===== src/rtl/booth_multiplier_seq_if.sv =====
// ---------------------------------------------------------------------------
// booth_multiplier_seq_if
// Purpose : bundles the operand handshake and result signals of the
//           sequential Booth multiplier so that the source and the
//           multiplier can be connected through one port.
// Signals : start        - request from the operand source
//           multiplier   - signed operand Q
//           multiplicand - signed operand M
//           busy         - multiplier is computing or transmitting
//           done         - one-cycle pulse, product valid
//           product      - registered 2*WIDTH-bit signed result
//           tx           - framed serial copy of the product, idles high
// Modports: master drives the operands, slave is the multiplier itself.
// ---------------------------------------------------------------------------
interface booth_multiplier_seq_if #(
    parameter int WIDTH = 4
) ();
    logic                   start;
    logic [WIDTH-1:0]       multiplier;
    logic [WIDTH-1:0]       multiplicand;
    logic                   busy;
    logic                   done;
    logic [2*WIDTH-1:0]     product;
    logic                   tx;

    modport master (
        output start, multiplier, multiplicand,
        input  busy, done, product, tx
    );

    modport slave (
        input  start, multiplier, multiplicand,
        output busy, done, product, tx
    );
endinterface


===== src/rtl/booth_multiplier_seq.sv =====
// ---------------------------------------------------------------------------
// booth_multiplier_seq
// Purpose : iterative radix-2 Booth signed multiplier. One Booth step per
//           clock; on completion the exact product is held on a parallel
//           port and also shifted out on a framed serial line
//           (start bit 0, product LSB first, stop bit 1).
// Ports   : CLK - clock, all state changes on the rising edge
//           rst - synchronous active-high reset
//           bus - booth_multiplier_seq_if.slave (start, multiplier,
//                 multiplicand in; busy, done, product, tx out)
// ---------------------------------------------------------------------------
module booth_multiplier_seq #(
    parameter int WIDTH = 4
) (
    input  logic                  CLK,
    input  logic                  rst,
    booth_multiplier_seq_if.slave bus
);
    // Step counter holds WIDTH..1, bit counter walks 0..2*WIDTH+1 over a frame.
    localparam int SCW = $clog2(WIDTH + 1);
    localparam int BCW = $clog2(2 * WIDTH + 2);

    typedef enum logic [1:0] {
        IDLE,
        CALC,
        SEND
    } state_t;

    state_t               r_state,    w_stateNext;
    logic [WIDTH:0]       r_acc,      w_accNext;
    logic [WIDTH:0]       r_m,        w_mNext;
    logic [WIDTH-1:0]     r_q,        w_qNext;
    logic                 r_qMinus,   w_qMinusNext;
    logic [SCW-1:0]       r_stepCnt,  w_stepCntNext;
    logic [BCW-1:0]       r_bitCnt,   w_bitCntNext;
    logic [2*WIDTH-1:0]   r_product,  w_productNext;
    logic [2*WIDTH-1:0]   r_txShift,  w_txShiftNext;
    logic                 r_busy,     w_busyNext;
    logic                 r_done,     w_doneNext;
    logic                 r_tx,       w_txNext;

    logic [WIDTH:0]       w_sum;
    logic [WIDTH:0]       w_shAcc;
    logic [WIDTH-1:0]     w_shQ;

    // One Booth step: add or subtract M according to the pair {Q[0],q_minus},
    // then arithmetic-shift {acc,Q,q_minus} right by one. acc carries one
    // extra bit so that subtracting the most negative M cannot overflow.
    always_comb begin
        w_sum = r_acc;
        case ({r_q[0], r_qMinus})
            2'b10:   w_sum = r_acc - r_m;
            2'b01:   w_sum = r_acc + r_m;
            default: w_sum = r_acc;
        endcase
        w_shAcc = {w_sum[WIDTH], w_sum[WIDTH:1]};
        w_shQ   = {w_sum[0], r_q[WIDTH-1:1]};
    end

    // Next-state and next-output logic. Everything holds by default; only
    // the branch of the current state changes what it owns. done is the only
    // pulse and therefore defaults to 0 instead of holding.
    always_comb begin
        w_stateNext   = r_state;
        w_accNext     = r_acc;
        w_mNext       = r_m;
        w_qNext       = r_q;
        w_qMinusNext  = r_qMinus;
        w_stepCntNext = r_stepCnt;
        w_bitCntNext  = r_bitCnt;
        w_productNext = r_product;
        w_txShiftNext = r_txShift;
        w_busyNext    = r_busy;
        w_doneNext    = 1'b0;
        w_txNext      = r_tx;

        case (r_state)
            IDLE: begin
                w_txNext = 1'b1;
                if (bus.start) begin
                    w_mNext       = {bus.multiplicand[WIDTH-1], bus.multiplicand};
                    w_qNext       = bus.multiplier;
                    w_accNext     = '0;
                    w_qMinusNext  = 1'b0;
                    w_stepCntNext = SCW'(WIDTH);
                    w_busyNext    = 1'b1;
                    w_stateNext   = CALC;
                end
            end

            CALC: begin
                w_accNext     = w_shAcc;
                w_qNext       = w_shQ;
                w_qMinusNext  = r_q[0];
                w_stepCntNext = r_stepCnt - SCW'(1);
                // Last step: the shifted result is already the final product,
                // so publish it and emit the start bit on the same edge.
                if (r_stepCnt == SCW'(1)) begin
                    w_productNext = {w_shAcc[WIDTH-1:0], w_shQ};
                    w_txShiftNext = {w_shAcc[WIDTH-1:0], w_shQ};
                    w_doneNext    = 1'b1;
                    w_txNext      = 1'b0;
                    w_bitCntNext  = '0;
                    w_stateNext   = SEND;
                end
            end

            SEND: begin
                // Data bits come from a private copy of the product so that
                // the parallel port stays untouched while shifting.
                if (r_bitCnt < BCW'(2 * WIDTH)) begin
                    w_txNext      = r_txShift[0];
                    w_txShiftNext = r_txShift >> 1;
                    w_bitCntNext  = r_bitCnt + BCW'(1);
                end else if (r_bitCnt == BCW'(2 * WIDTH)) begin
                    w_txNext     = 1'b1;
                    w_bitCntNext = r_bitCnt + BCW'(1);
                end else begin
                    w_txNext    = 1'b1;
                    w_busyNext  = 1'b0;
                    w_stateNext = IDLE;
                end
            end

            default: begin
                w_txNext    = 1'b1;
                w_busyNext  = 1'b0;
                w_stateNext = IDLE;
            end
        endcase
    end

    // State register. Reset wins over everything, so a frame in flight is
    // cut off immediately with the line returned to idle-high.
    always_ff @(posedge CLK) begin
        if (rst) begin
            r_state   <= IDLE;
            r_acc     <= '0;
            r_m       <= '0;
            r_q       <= '0;
            r_qMinus  <= 1'b0;
            r_stepCnt <= '0;
            r_bitCnt  <= '0;
            r_product <= '0;
            r_txShift <= '0;
            r_busy    <= 1'b0;
            r_done    <= 1'b0;
            r_tx      <= 1'b1;
        end else begin
            r_state   <= w_stateNext;
            r_acc     <= w_accNext;
            r_m       <= w_mNext;
            r_q       <= w_qNext;
            r_qMinus  <= w_qMinusNext;
            r_stepCnt <= w_stepCntNext;
            r_bitCnt  <= w_bitCntNext;
            r_product <= w_productNext;
            r_txShift <= w_txShiftNext;
            r_busy    <= w_busyNext;
            r_done    <= w_doneNext;
            r_tx      <= w_txNext;
        end
    end

    assign bus.busy    = r_busy;
    assign bus.done    = r_done;
    assign bus.product = r_product;
    assign bus.tx      = r_tx;
endmodule


===== src/flat_wrapper.sv =====
// flat-port wrapper written by rule: the top's interface ports become plain ports
module booth_multiplier_seq_flat 
#(
    parameter int WIDTH = 4
)
  (CLK, rst, bus_start, bus_multiplier, bus_multiplicand, bus_busy, bus_done, bus_product, bus_tx);
  booth_multiplier_seq_if #(.WIDTH(WIDTH)) bus_i ();
  input  logic CLK;
  input  logic rst;
  input wire logic [$bits(bus_i.start)-1:0] bus_start;
  input wire logic [$bits(bus_i.multiplier)-1:0] bus_multiplier;
  input wire logic [$bits(bus_i.multiplicand)-1:0] bus_multiplicand;
  output wire logic [$bits(bus_i.busy)-1:0] bus_busy;
  output wire logic [$bits(bus_i.done)-1:0] bus_done;
  output wire logic [$bits(bus_i.product)-1:0] bus_product;
  output wire logic [$bits(bus_i.tx)-1:0] bus_tx;
  assign bus_i.start = bus_start;
  assign bus_i.multiplier = bus_multiplier;
  assign bus_i.multiplicand = bus_multiplicand;
  assign bus_busy = bus_i.busy;
  assign bus_done = bus_i.done;
  assign bus_product = bus_i.product;
  assign bus_tx = bus_i.tx;
  booth_multiplier_seq #(.WIDTH(WIDTH)) u_core (.CLK(CLK), .rst(rst), .bus(bus_i));
endmodule

===== config.mk =====
export PLATFORM = sky130hd
export DESIGN_NAME = booth_multiplier_seq_flat
export DESIGN_NICKNAME = d
export VERILOG_FILES = /design/src/rtl/booth_multiplier_seq_if.sv /design/src/rtl/booth_multiplier_seq.sv /design/src/flat_wrapper.sv
export SDC_FILE = /design/constraint.sdc
export NUM_CORES = 1
export LEC_CHECK = 0
export CAP_MARGIN = 30
export CORE_ASPECT_RATIO = 1.2
export CORE_MARGIN = 2
export CORE_UTILIZATION = 50
export DETAILED_ROUTE_END_ITERATION = 12
export PLACE_DENSITY = 0.7
export SLEW_MARGIN = 20
export SYNTH_ARGS = -nofsm -noshare
export SYNTH_HDL_FRONTEND = slang
export SYNTH_SLANG_ARGS = --single-unit
export TNS_END_PERCENT = 100

===== constraint.sdc =====
create_clock -name CLK -period 2.9 [get_ports CLK]
set_clock_uncertainty 0.2 [all_clocks]
set_input_delay 0.58 -clock CLK [delete_from_list [all_inputs] [get_ports CLK]]
set_output_delay 0.58 -clock CLK [all_outputs]
set_load 0.02 [all_outputs]

======== Word-level counts from Yosys, hierarchy flattened ========
Index checks and enable logic that the tools add are counted.
cells by class
  bitwise gates (word level) .............. 1
  muxes and demuxes ....................... 29
  reductions and logical operators ........ 11
  $add $sub $neg .......................... 4
  $lt $le $gt $ge ......................... 1
  equal/unequal tests ..................... 12
operators with widths
  operator               count
  $pmux W5 S2            2
  $mux W4                4
  $mux W8                2
  $pmux W4 S2            2
  $pmux W8 S2            1
  $mux W2                4
  $reduce_and A4 Y1      2
  $mux W1                7
  $ne A2 B2 Y1 const B   3
  $pmux W2 S3            1
  $pmux W3 S2            1
  $reduce_and A2 Y1      3
  $reduce_and A3 Y1      2
  $add A5 B5 Y5          1
  $mux W5                1
  $sub A5 B5 Y5          1
  $add A4 B1 Y4 const B  1
  $eq A2 B1 Y1 const B   2
  $eq A2 B2 Y1 const B   2
  $eq A4 B4 Y1 const B   1
  $lt A4 B4 Y1 const B   1
  $ne A2 B1 Y1 const B   2
  $pmux W1 S2            2
  $reduce_bool A2 Y1     2
  8 further kinds        8
storage, ports and cells
  bits of input ports ..................... 11
  output and inout port bits .............. 11
  bits in registers ....................... 42
  logic and storage cells ................. 70

======== Depth between registers and ports, before layout ========
Gate-level depths: netlist of run 1.
  depth after elaboration ................. 4
  depth in mapped cells ................... 10
  gate-level depth less buffers ........... 10

======== Worst setup path before layout of run 1 ========
OpenSTA, ideal clock, no wires.
  kind .................................... register -> register
  start ................................... register u_core.r_m[0]
  end ..................................... register u_core.r_product[7] (netlist: u_core.bus.product[7])
  required time ........................... 2609 ps
  period minus slack after synthesis ...... 2662 ps
  setup slack ............................. 238 ps
  arrival ................................. 2371 ps
  buffers on the path ..................... 0
  library setup time ...................... 91 ps
  cell stages (with the launch flop) ...... 10
  path through ............................ dfxtp_1 > inv_1 > ha_1 > mux2_2 > fa_1 > a21o_1 > a21oi_2 > xnor2_1 > or3_1 > a311oi_1
on the way
  word-level cells in the longest chain between the ends .. 2
  elaborated cells on any way between the ends .. 3
  those cells by class .................... 2 x add/sub; 1 x mux
RTL lines
  item                                                   line                                                    source
  start, declared                                        booth_multiplier_seq.sv:31                              logic [WIDTH:0] r_m, w_mNext;
  start signal, assigned                                 booth_multiplier_seq.sv:152                             r_m <= w_mNext;
  $add A5 B5 Y5 / $sub A5 B5 Y5 (equally long branches)  booth_multiplier_seq.sv:53, booth_multiplier_seq.sv:52
  $pmux W5 S2 (*)                                        booth_multiplier_seq.sv:51                              case ({r_q[0], r_qMinus})
  end signal, assigned                                   booth_multiplier_seq.sv:157                             r_product <= w_productNext;
  end, declared                                          booth_multiplier_seq.sv:36                              logic [2*WIDTH-1:0] r_product, w_productNext;
Every way passes the cells marked *; elsewhere a longest branch is shown, timed or not.
A chain may end at the register's enable or synchronous reset.

======== Worst setup path in the final report of run 1 ========
Ends and elaborated chain as after synthesis.

==> flow_metrics.env, run 1 <==
export IMPL_async_flop_share=0
export IMPL_post_route_min_period_ns=2.76
export IMPL_clk_pin_slew_ns=0.09
export IMPL_route_detailed_drc=0
export IMPL_grt_max_degree=27
export IMPL_grt_pass1_wl_mm=7.77
export IMPL_yosysUniqueCellTypes=47
export IMPL_fp_coreArea_mm2=0.00416
export IMPL_arrival_ns=2.78
export IMPL_holdPathEnd="u_core.r_txShift[3]"
export IMPL_peakVddDrop_mv=0.309
export IMPL_grt_ovfl_total=0
export IMPL_postSynthRegisterBits=41
export IMPL_fin_util=0.608
export IMPL_relSlewSlack=0.625
export IMPL_antenna_found_initial=0
export IMPL_r2r_end="u_core.bus.product[7]"
export IMPL_syn_nets=287
export IMPL_gr_usage_all_layers=0.209
export IMPL_gp_congestion=0.794
export IMPL_dp_cells=331
export IMPL_synth_compound_area_frac=0.186
export IMPL_place_hpwl_mm=3.23
export IMPL_yosysWarnings=0
export IMPL_htree_levels=2
export IMPL_die_y_um=75.5
export IMPL_yosysSeqAreaShare=0.385
export IMPL_cts_buffers=5
export IMPL_fmaxAchievable_ghz=0.362
export IMPL_min_path_cells=2
export IMPL_max_stage_delay_ns=0.47
export IMPL_hold_path_class="reg -> reg"
export IMPL_clk_latency_ns=0.31
export IMPL_syn_inst=261
export IMPL_path_max_fanout=5
export IMPL_portBuffers=21
export IMPL_r2r_slack_ns=0.14
export IMPL_nets=308
export IMPL_final_cell_mix="dfxtp_1 (39), nor2_1 (38), nand2_1 (30)"
export IMPL_dieArea_mm2=0.00480
export IMPL_rows=26
export IMPL_synth_mux_area_frac=0.0482
export IMPL_synth_top_family_by_area="simple AND/OR/NAND/NOR gates"
export IMPL_maxSlewViolCount=0
export IMPL_worstSetupPathType="reg -> reg"
export IMPL_drive_gt1_frac=0.0883
export IMPL_synthFlopType="dfxtp_1"
export IMPL_syn_area_mm2=0.00213
export IMPL_synth_fa_ha_area_frac=0.0917
export IMPL_ant_nets=0
export IMPL_routedWlPerCell_um=13.4
export IMPL_worst_pin_slew_ns=0.563
export IMPL_critical_path_slowest_cell="fa_1"
export IMPL_final_common_cell="dfxtp_1"
export IMPL_worstSetupEndpointType="flop"
export IMPL_drt_first_iter_violations=70
export IMPL_synthXorXnorAreaFrac=0.0247
export IMPL_cts_root_buf="clkbuf_8"
export IMPL_final_setup_viol_count=0
export IMPL_synth_edf_count=0
export IMPL_synthSimpleGateAreaFrac=0.209
export IMPL_p_leak_nw=0.991
export IMPL_status="finished clean"
export IMPL_period_share=0.952
export IMPL_routed_wl_mm=4.53
export IMPL_viasPerCell=5.39
export IMPL_n_antenna_cell=0
export IMPL_worstPathRequired_ns=2.92
export IMPL_grt_pass1_vias=1717
export IMPL_critPathLaunchType="flop"
export IMPL_cts_buffer_depth=2
export IMPL_syn_area_per_cell_um2=8.16
export IMPL_crit_path_cell_trace="inv_1 -> ha_1 -> mux2_2 -> fa_1 -> a21o_1 -> a21oi_2 -> xnor2_2 -> or3_1 -> a311oi_1"
export IMPL_reg2reg_depth=9
export IMPL_powerDensity_mw_per_mm2=550
export IMPL_io_pins=22
export IMPL_finalHoldViolCount=0
export IMPL_cts_tree="yes"
export IMPL_routed_via_count=1826
export IMPL_start_util=0.511
export IMPL_cts_setup_buffers=0
export IMPL_die_x_um=63.6
export IMPL_instances_no_fill=339
export IMPL_firstDrtPassIters=4
export IMPL_worstHoldStart="u_core.r_txShift[3]"
export IMPL_drv_cap=0
export IMPL_r2r_start="u_core.r_m[0]"
export IMPL_syn2layout_area_growth_pct=18.9
export IMPL_cts_sinks=41
[repair_timing]
item,CTS,global route
hold buffers,0,0
endpoints found under the setup margin,0,2
resized for setup,0,5
[how the worst max path moves through the flow]
| stage | start | end | slack (ns) | cells past startpoint |
|---|---|---|---|---|
| floorplan | u_core.r_m[0] | u_core.bus.product[7] | 0.24 | 9 |
| global placement | u_core.r_m[0] | u_core.bus.product[7] | 0.16 | 9 |
| detailed placement | u_core.r_q[0] | u_core.bus.product[7] | 0.09 | 9 |
| CTS | u_core.r_m[0] | u_core.bus.product[7] | 0.07 | 9 |
| global route | u_core.r_q[0] | u_core.bus.product[7] | -0.005 | 9 |
| finish | u_core.r_m[0] | u_core.bus.product[7] | 0.14 | 9 |
[routing by layer]
metal	wire length (um)	GRT usage	vias up
li1	-	-	950
met1	2030	0.244	828
met2	2210	0.361	39
met3	186	0.0532	9
met4	103	0.106	0
met5	0	0	-
[kinds of logic after synthesis]
| family | Yosys count |
|---|---|
| compound gates | 61 |
| flops | 41 |
| mux | 10 |
| buf+inv | 28 |
| fa+ha+maj | 15 |
| simple gates | 100 |
| xor+xnor | 6 |
[cell usage after synthesis, drive strengths merged, types with 3 or more instances]
library cell | n | area share
a22oi | 3 | 0.011
clkbuf | 7 | 0.013
a21oi | 20 | 0.051
xor2 | 3 | 0.012
xnor2 | 3 | 0.012
a31oi | 4 | 0.012
nand3 | 9 | 0.021
nor3 | 7 | 0.016
inv | 15 | 0.026
o21ai | 11 | 0.029
buf | 6 | 0.016
dfxtp | 41 | 0.39
a211oi | 8 | 0.028
mux2i | 8 | 0.038
nor2 | 38 | 0.067
o211ai | 4 | 0.014
nand2 | 31 | 0.056
ha | 14 | 0.082
[registers in the layout (all words and copies together) (netlist names)]
name and count:
u_core.bus.busy 1, u_core.bus.done 1, u_core.bus.product 8, u_core.bus.tx 1, u_core.r_acc 4, u_core.r_bitCnt 4
u_core.r_m 4, u_core.r_q 4, u_core.r_qMinus 1, u_core.r_state 2, u_core.r_stepCnt 3, u_core.r_txShift 8
[report_power, final]
group | internal, mW | switching (mW) | total, mW
Clock | 0.258 | 0.212 | 0.469
Combinational | 0.125 | 0.170 | 0.294
Sequential | 0.599 | 0.0292 | 0.628
[area by class of cell]
cell class                 instances  area [um^2]
clock buffer                       5         68.8
timing repair buffer              27          255
multi-input combinational        192         1210
sequential                        41          823
fill                             408         1630
clock inverter                     3         46.3
inverter                          15         56.3
tap                               56         70.1
[worst max-delay path, delay by kind of cell, from the launching register on]
family	cells	cell delay, ns
adder cells (fa/ha/maj)	2	0.75
AND/OR/NAND/NOR	1	0.31
AO/OA/AOI/OAI	3	0.60
XOR/XNOR	1	0.13
multiplexers	1	0.30
buffers and inverters	1	0.05
flip-flops	1	0.36
[per-stage QoR]
| step | total power [mW] | hold WS [ns] | area (um^2) | TNS, ns | setup slack [ns] |
|---|---|---|---|---|---|
| final | 1.39 | 0.258 | 2530 | 0 | 0.140 |
| after global routing | 1.47 | 0.274 | 2530 | -0.00481 | -0.00481 |
| after CTS | 1.39 | 0.260 | 2510 | 0 | 0.0697 |
| after detailed placement | 0.925 | 0.249 | 2390 | 0 | 0.0901 |
| after global placement | 0.920 | 0.239 | 2390 | 0 | 0.161 |
| after floorplan | 0.848 | 0.232 | 2130 | 0 | 0.238 |
(Power assumes the default switching activity.)
==> run 2: changes to the inputs <==
--- a/config.mk
+++ b/config.mk
@@ -10,6 +10,7 @@
 export CORE_MARGIN = 2
 export CORE_UTILIZATION = 50
 export DETAILED_ROUTE_END_ITERATION = 12
+export HOLD_SLACK_MARGIN = 0.15
 export PLACE_DENSITY = 0.7
 export SLEW_MARGIN = 20
 export SYNTH_ARGS = -nofsm -noshare
==> results of run 2 <==
Same layout as run 1: the final DEF is identical, and so are final timing and power.
==> edit 1 (settings of run 2) <==
`r_product` no longer has a reset.
--- a/src/rtl/booth_multiplier_seq.sv
+++ b/src/rtl/booth_multiplier_seq.sv
@@ -141,7 +141,6 @@
             r_qMinus  <= 1'b0;
             r_stepCnt <= '0;
             r_bitCnt  <= '0;
-            r_product <= '0;
             r_txShift <= '0;
             r_busy    <= 1'b0;
             r_done    <= 1'b0;
@@ -154,12 +153,15 @@
             r_qMinus  <= w_qMinusNext;
             r_stepCnt <= w_stepCntNext;
             r_bitCnt  <= w_bitCntNext;
-            r_product <= w_productNext;
             r_txShift <= w_txShiftNext;
             r_busy    <= w_busyNext;
             r_done    <= w_doneNext;
             r_tx      <= w_txNext;
         end
+    end
+
+    always_ff @(posedge CLK) begin
+        r_product <= w_productNext;
     end
 
     assign bus.busy    = r_busy;
Check against the original RTL: differs if rst is asserted again (counterexample within 10 cycles, from zero or initial values and one cycle with rst high); with rst held inactive, the same outputs for 10 cycles.
==> edit 1 against run 2 <==
Design area grew 0.49%; synthesized area is 1.0% higher; worst setup slack lost 0.0051 ns; sequential cell count unchanged; sequential share of layout area rose by 3.0 points; routed wire length is 7.6% lower.
Power is not compared: it rests on default switching activity, and its combinational part moved more than twofold at a synthesized area within 25%.
==> edit 1: results (changes against run 2) <==
status=finished, final reports clean (unchanged); crit path from=u_core.r_m[0] (unchanged); Slew HR=63.6% (was 62.5%); Core ar.=4200 sq um (was 4160 sq um); root buffer cell=clkbuf_8 (unchanged); later-pin clock latency in the skew report=0.29 ns (was 0.31 ns); clk cell area share=3.39% (was 4.55%); Ys Warns=0 (unchanged); Post-synth EDFFs=8 (was 0); layout cells sized above 1=11.4% (was 8.83%); worst r2r path cells=9 (unchanged); Gate power share=47.4%; CTS Buf Count=5 (unchanged); XOR/XNOR Fraction of Synth Area=3.26% (was 2.47%); port buffer count=21 (unchanged); count of plain and timing-repair buffers=29 (was 27); sw power=0.910 mW; global placer's final weighted congestion=0.830 (was 0.794); max incr delay on CP=0.48 ns; syn_nets=264 (was 287); Clock net power=0.360 mW; H-tree depth=2 (unchanged); WS Path Type=flip-flop to flip-flop (unchanged); Signal buf overhead=10.6% (was 10.1%); vias in the first global route=1543 (was 1717); CTS clk-pin slew, worst paths=0.08 ns; WP data arrival=2.79 ns (was 2.78 ns); Detailed Route Iter0 Violations=62 (was 70); Layout Nets=289 (was 308); Max Root-Sink Buffers=2 (unchanged); fillers=367 (was 408); Synth Area in Compound Gates=17.2% (was 18.6%); Tot Pwr=~2.2 mW; fraction of area in registers=35.5% (was 32.5%); top cells by count, synth=33 x dfxtp_1, 30 x nor2_1, 19 x nand2_1 (was 41 x dfxtp_1, 38 x nor2_1, 30 x nand2_1); Setup Buffers After CTS=0 (unchanged); Synth Area in Adders=9.08% (was 9.17%); synth top area cells=dfxtp_1 31%, edfxtp_1 11%, ha_1 8.1% (was dfxtp_1 39%, ha_1 8.2%, nor2_1 6.7%); post-synthesis mux area share=6.69% (was 4.82%); multi-input gate count=170 (was 192); multi-input combinational area share=45.4% (was 47.8%); IR drop worst, VDD=0.000513 V; Vias per Instance=5.38 (was 5.39); Post-synth ARST share=0% (unchanged); 1st-pass router iterations=4 (unchanged); placed cell area=2440 sq um (was 2390 sq um); sequential share of the synthesized area=41.9% (was 38.5%); GRT Overall Usage=18.5% (was 20.9%); Worst path slowest cell=or4_1 (was fa_1); worst hold endpoint=u_core.r_txShift[4] (was u_core.r_txShift[3]); launch point of the worst hold path=u_core.r_txShift[4] (was u_core.r_txShift[3]); count of non-CTS inverters in the layout=16 (was 15); dpl hpwl=3030 microns (was 3230 microns); DRC=0 (unchanged); first-pass GRT wire length=7010 microns (was 7770 microns); Routed WL=4180 microns (was 4530 microns); critical-path maximum fanout=5 (unchanged); largest net degree at the start of global routing=33 (was 27); count of different cell masters after synthesis=44 (was 47); reg2reg end=u_core.r_acc[3] (was u_core.bus.product[7])
edit 1: per-layer routing:
layer	part of all wire (%)	vias up	global-route usage [%]
li1	-	888	-
met1	47	797	23.1
met2	48	25	31.0
met3	2.7	10	4.14
met4	2.5	0	8.45
met5	0	-	0
edit 1: timing repair:
action,in CTS,in global routing
hold buffers,0,0
setup endpoints to repair,0,1
resized for setup,0,5
endpoints found under the hold margin,0,0
edit 1: per-stage QoR:
stage	hold WS, ns	std cells	utilization, %	worst slack (ns)
6_report	0.261	320	60.6	0.135
5_1_grt	0.276	320	60.6	0.000936
4_1_cts	0.267	320	60.3	0.0267
3_5_place_dp	0.254	312	58.2	0.0430
3_3_place_gp	0.246	312	58.2	0.113
2_1_floorplan	0.232	238	-	0.196
edit 1: logic make-up (layout without fill, tap and decap cells):
group                    Yosys count  after routing
multiplexers                      14             14
AO/OA/AOI/OAI                     55             55
adder cells (fa/ha/maj)           15             15
AND/OR/NAND/NOR                   78             78
buffers and inverters             27             53
flip-flops                        41             41
XOR/XNOR                           8              8
==> edit 2 (flow settings as in run 2) <==
Made on the original files. `WIDTH` is set to 4 in 3 places; all go to 16.
--- a/src/rtl/booth_multiplier_seq_if.sv
+++ b/src/rtl/booth_multiplier_seq_if.sv
@@ -13,7 +13,7 @@
 // Modports: master drives the operands, slave is the multiplier itself.
 // ---------------------------------------------------------------------------
 interface booth_multiplier_seq_if #(
-    parameter int WIDTH = 4
+    parameter int WIDTH = 16
 ) ();
     logic                   start;
     logic [WIDTH-1:0]       multiplier;
--- a/src/rtl/booth_multiplier_seq.sv
+++ b/src/rtl/booth_multiplier_seq.sv
@@ -10,7 +10,7 @@
 //                 multiplicand in; busy, done, product, tx out)
 // ---------------------------------------------------------------------------
 module booth_multiplier_seq #(
-    parameter int WIDTH = 4
+    parameter int WIDTH = 16
 ) (
     input  logic                  CLK,
     input  logic                  rst,
--- a/src/flat_wrapper.sv
+++ b/src/flat_wrapper.sv
@@ -1,7 +1,7 @@
 // flat-port wrapper written by rule: the top's interface ports become plain ports
 module booth_multiplier_seq_flat 
 #(
-    parameter int WIDTH = 4
+    parameter int WIDTH = 16
 )
   (CLK, rst, bus_start, bus_multiplier, bus_multiplicand, bus_busy, bus_done, bus_product, bus_tx);
   booth_multiplier_seq_if #(.WIDTH(WIDTH)) bus_i ();
Ports: changed (resized bus_multiplicand, bus_multiplier and bus_product); port bits go from 22 to 70. No check against the original RTL was run, so the function may have changed too.
==> edit 2 against run 2 <==
The flow now finishes with violations (setup timing); worst setup slack lost 0.81 ns; routed wire length grew to 4.3 times the old value; synthesized cell count grew to 3.2 times the old value; sequential cell count grew 88; synthesized area grew to 3.1 times the old value; design area grew to 3.7 times the old value; total power grew to 4.1 times the old value; utilization grew 11 points; largest cell class unchanged; highest routed layer unchanged.
==> edit 2: results (changes against run 2) <==
later-pin clock latency in the skew report=0.43 ns (was 0.31 ns); fillers=1037 (was 408); count of different cell masters after synthesis=60 (was 47); root buffer cell=clkbuf_16 (was clkbuf_8); post-synthesis mux area share=5.95% (was 4.82%); sequential share of the synthesized area=38.7% (was 38.5%); synth top area cells=dfxtp_1 39%, a21oi_1 6.6%, nand2_1 6.1% (was dfxtp_1 39%, ha_1 8.2%, nor2_1 6.7%); layout cells sized above 1=24.9% (was 8.83%); max incr delay on CP=0.58 ns (was 0.47 ns); slack of the critical path=-0.672 ns (was 0.140 ns); post-CTS sizing=48 (was 0); Detailed Route Iter0 Violations=408 (was 70); placed cell area=8130 sq um (was 2390 sq um); Gate Count Post-Synth=832 (was 261); total negative setup slack=-11.01 ns (was 0 ns); first-pass GRT wire length=31200 microns (was 7770 microns); port buffer count=69 (was 21); top cells by count, synth=129 x dfxtp_1, 108 x nand2_1, 105 x nor2_1 (was 41 x dfxtp_1, 38 x nor2_1, 30 x nand2_1); Routed WL=19300 microns (was 4530 microns); IR drop worst, VDD=0.000414 V (was 0.000309 V); status=finished with violations (was finished, final reports clean); CTS Buf Count=17 (was 5); placed instance count=1106 (was 331); failing checks=setup timing; Pleak=3.54 nW (was 0.991 nW); worst-margin pin slew=0.597 ns (was 0.563 ns); XOR/XNOR Fraction of Synth Area=3.41% (was 2.47%); critical-path maximum fanout=4 (was 5); CP top delay family=simple AND/OR/NAND/NOR gates (was adder cells); sw power=1.85 mW (was 0.411 mW); vias in the first global route=6539 (was 1717); Setup Buffers After CTS=12 (was 0); Place WS=-0.607 ns (was 0.0901 ns); WP data arrival=3.72 ns (was 2.78 ns); GRT Overall Usage=27.5% (was 20.9%); dpl hpwl=12900 microns (was 3230 microns); Worst path slowest cell=or4_4 (was fa_1); fin area=9440 sq um (was 2530 sq um); H-tree depth=4 (was 2); Synth Area in Compound Gates=22.2% (was 18.6%); Vias per Instance=5.63 (was 5.39); Synth Area in Adders=5.18% (was 9.17%); CTS clk-pin slew, worst paths=0.06 ns (was 0.09 ns); setup violators final=33 (was 0); wire length per cell=16.7 microns (was 13.4 microns); largest net degree at the start of global routing=52 (was 27); syn_nets=894 (was 287); Antenna Cells=0 (unchanged); Layout Nets=1040 (was 308); global placer's final weighted congestion=0.941 (was 0.794)
-- edit 2: cell count changes after synthesis, moves of 10 or more --
cell             run 2  this run
clkbuf_1             6        46
mux2i_1              8        36
a21oi_1             18        88
inv_1               14        24
nand2b_1             2        14
ha_1                14        26
a211oi_1             8        42
xor2_1               3        19
o21ai_0              5        36
nor3_1               7        19
dfxtp_1             41       129
nor2_1              38       105
nand2_1             30       108
-- edit 2: path summary, 6_finish.rpt --
| path | start | endpoint | depth (start not counted) | slack [ns] |
|---|---|---|---|---|
| worst max-delay path | u_core.r_m[7] | u_core.r_acc[15] | 14 | -0.67 |
| worst min-delay path | u_core.r_txShift[25] | u_core.r_txShift[25] | 2 | 0.25 |
| worst max register to register | u_core.r_m[7] | u_core.r_acc[15] | 14 | -0.67 |
| worst min register to register | u_core.r_txShift[25] | u_core.r_txShift[25] | 2 | 0.25 |
-- edit 2: cell type report --
type,count,area share [%]
timing repair buffer,187,17.3
clock inverter,13,1.17
tap,168,2.23
clock buffer,19,4.69
inverter,24,1.01
multi-input combinational,619,46.1
sequential,129,27.5
-- edit 2: power groups by stage --
stage | logic, mW | registers (mW) | clock network [mW]
2_1_floorplan | 0.865 | 2.01 | 0
3_5_place_dp | 1.40 | 2.02 | 0
4_1_cts | 1.53 | 1.98 | 2.03
5_1_grt | 1.91 | 2.00 | 2.12
6_report | 1.77 | 1.99 | 2.01
3_3_place_gp | 1.37 | 2.01 | 0
-- edit 2: per-layer routing --
metal | vias up | part of all wire, % | track usage, %
met4 | 0 | 2.8 | 10.3
li1 | 3218 | - | -
met5 | - | 0 | 0
met2 | 173 | 51 | 48.7
met3 | 40 | 4.1 | 6.20
met1 | 3092 | 42 | 32.3
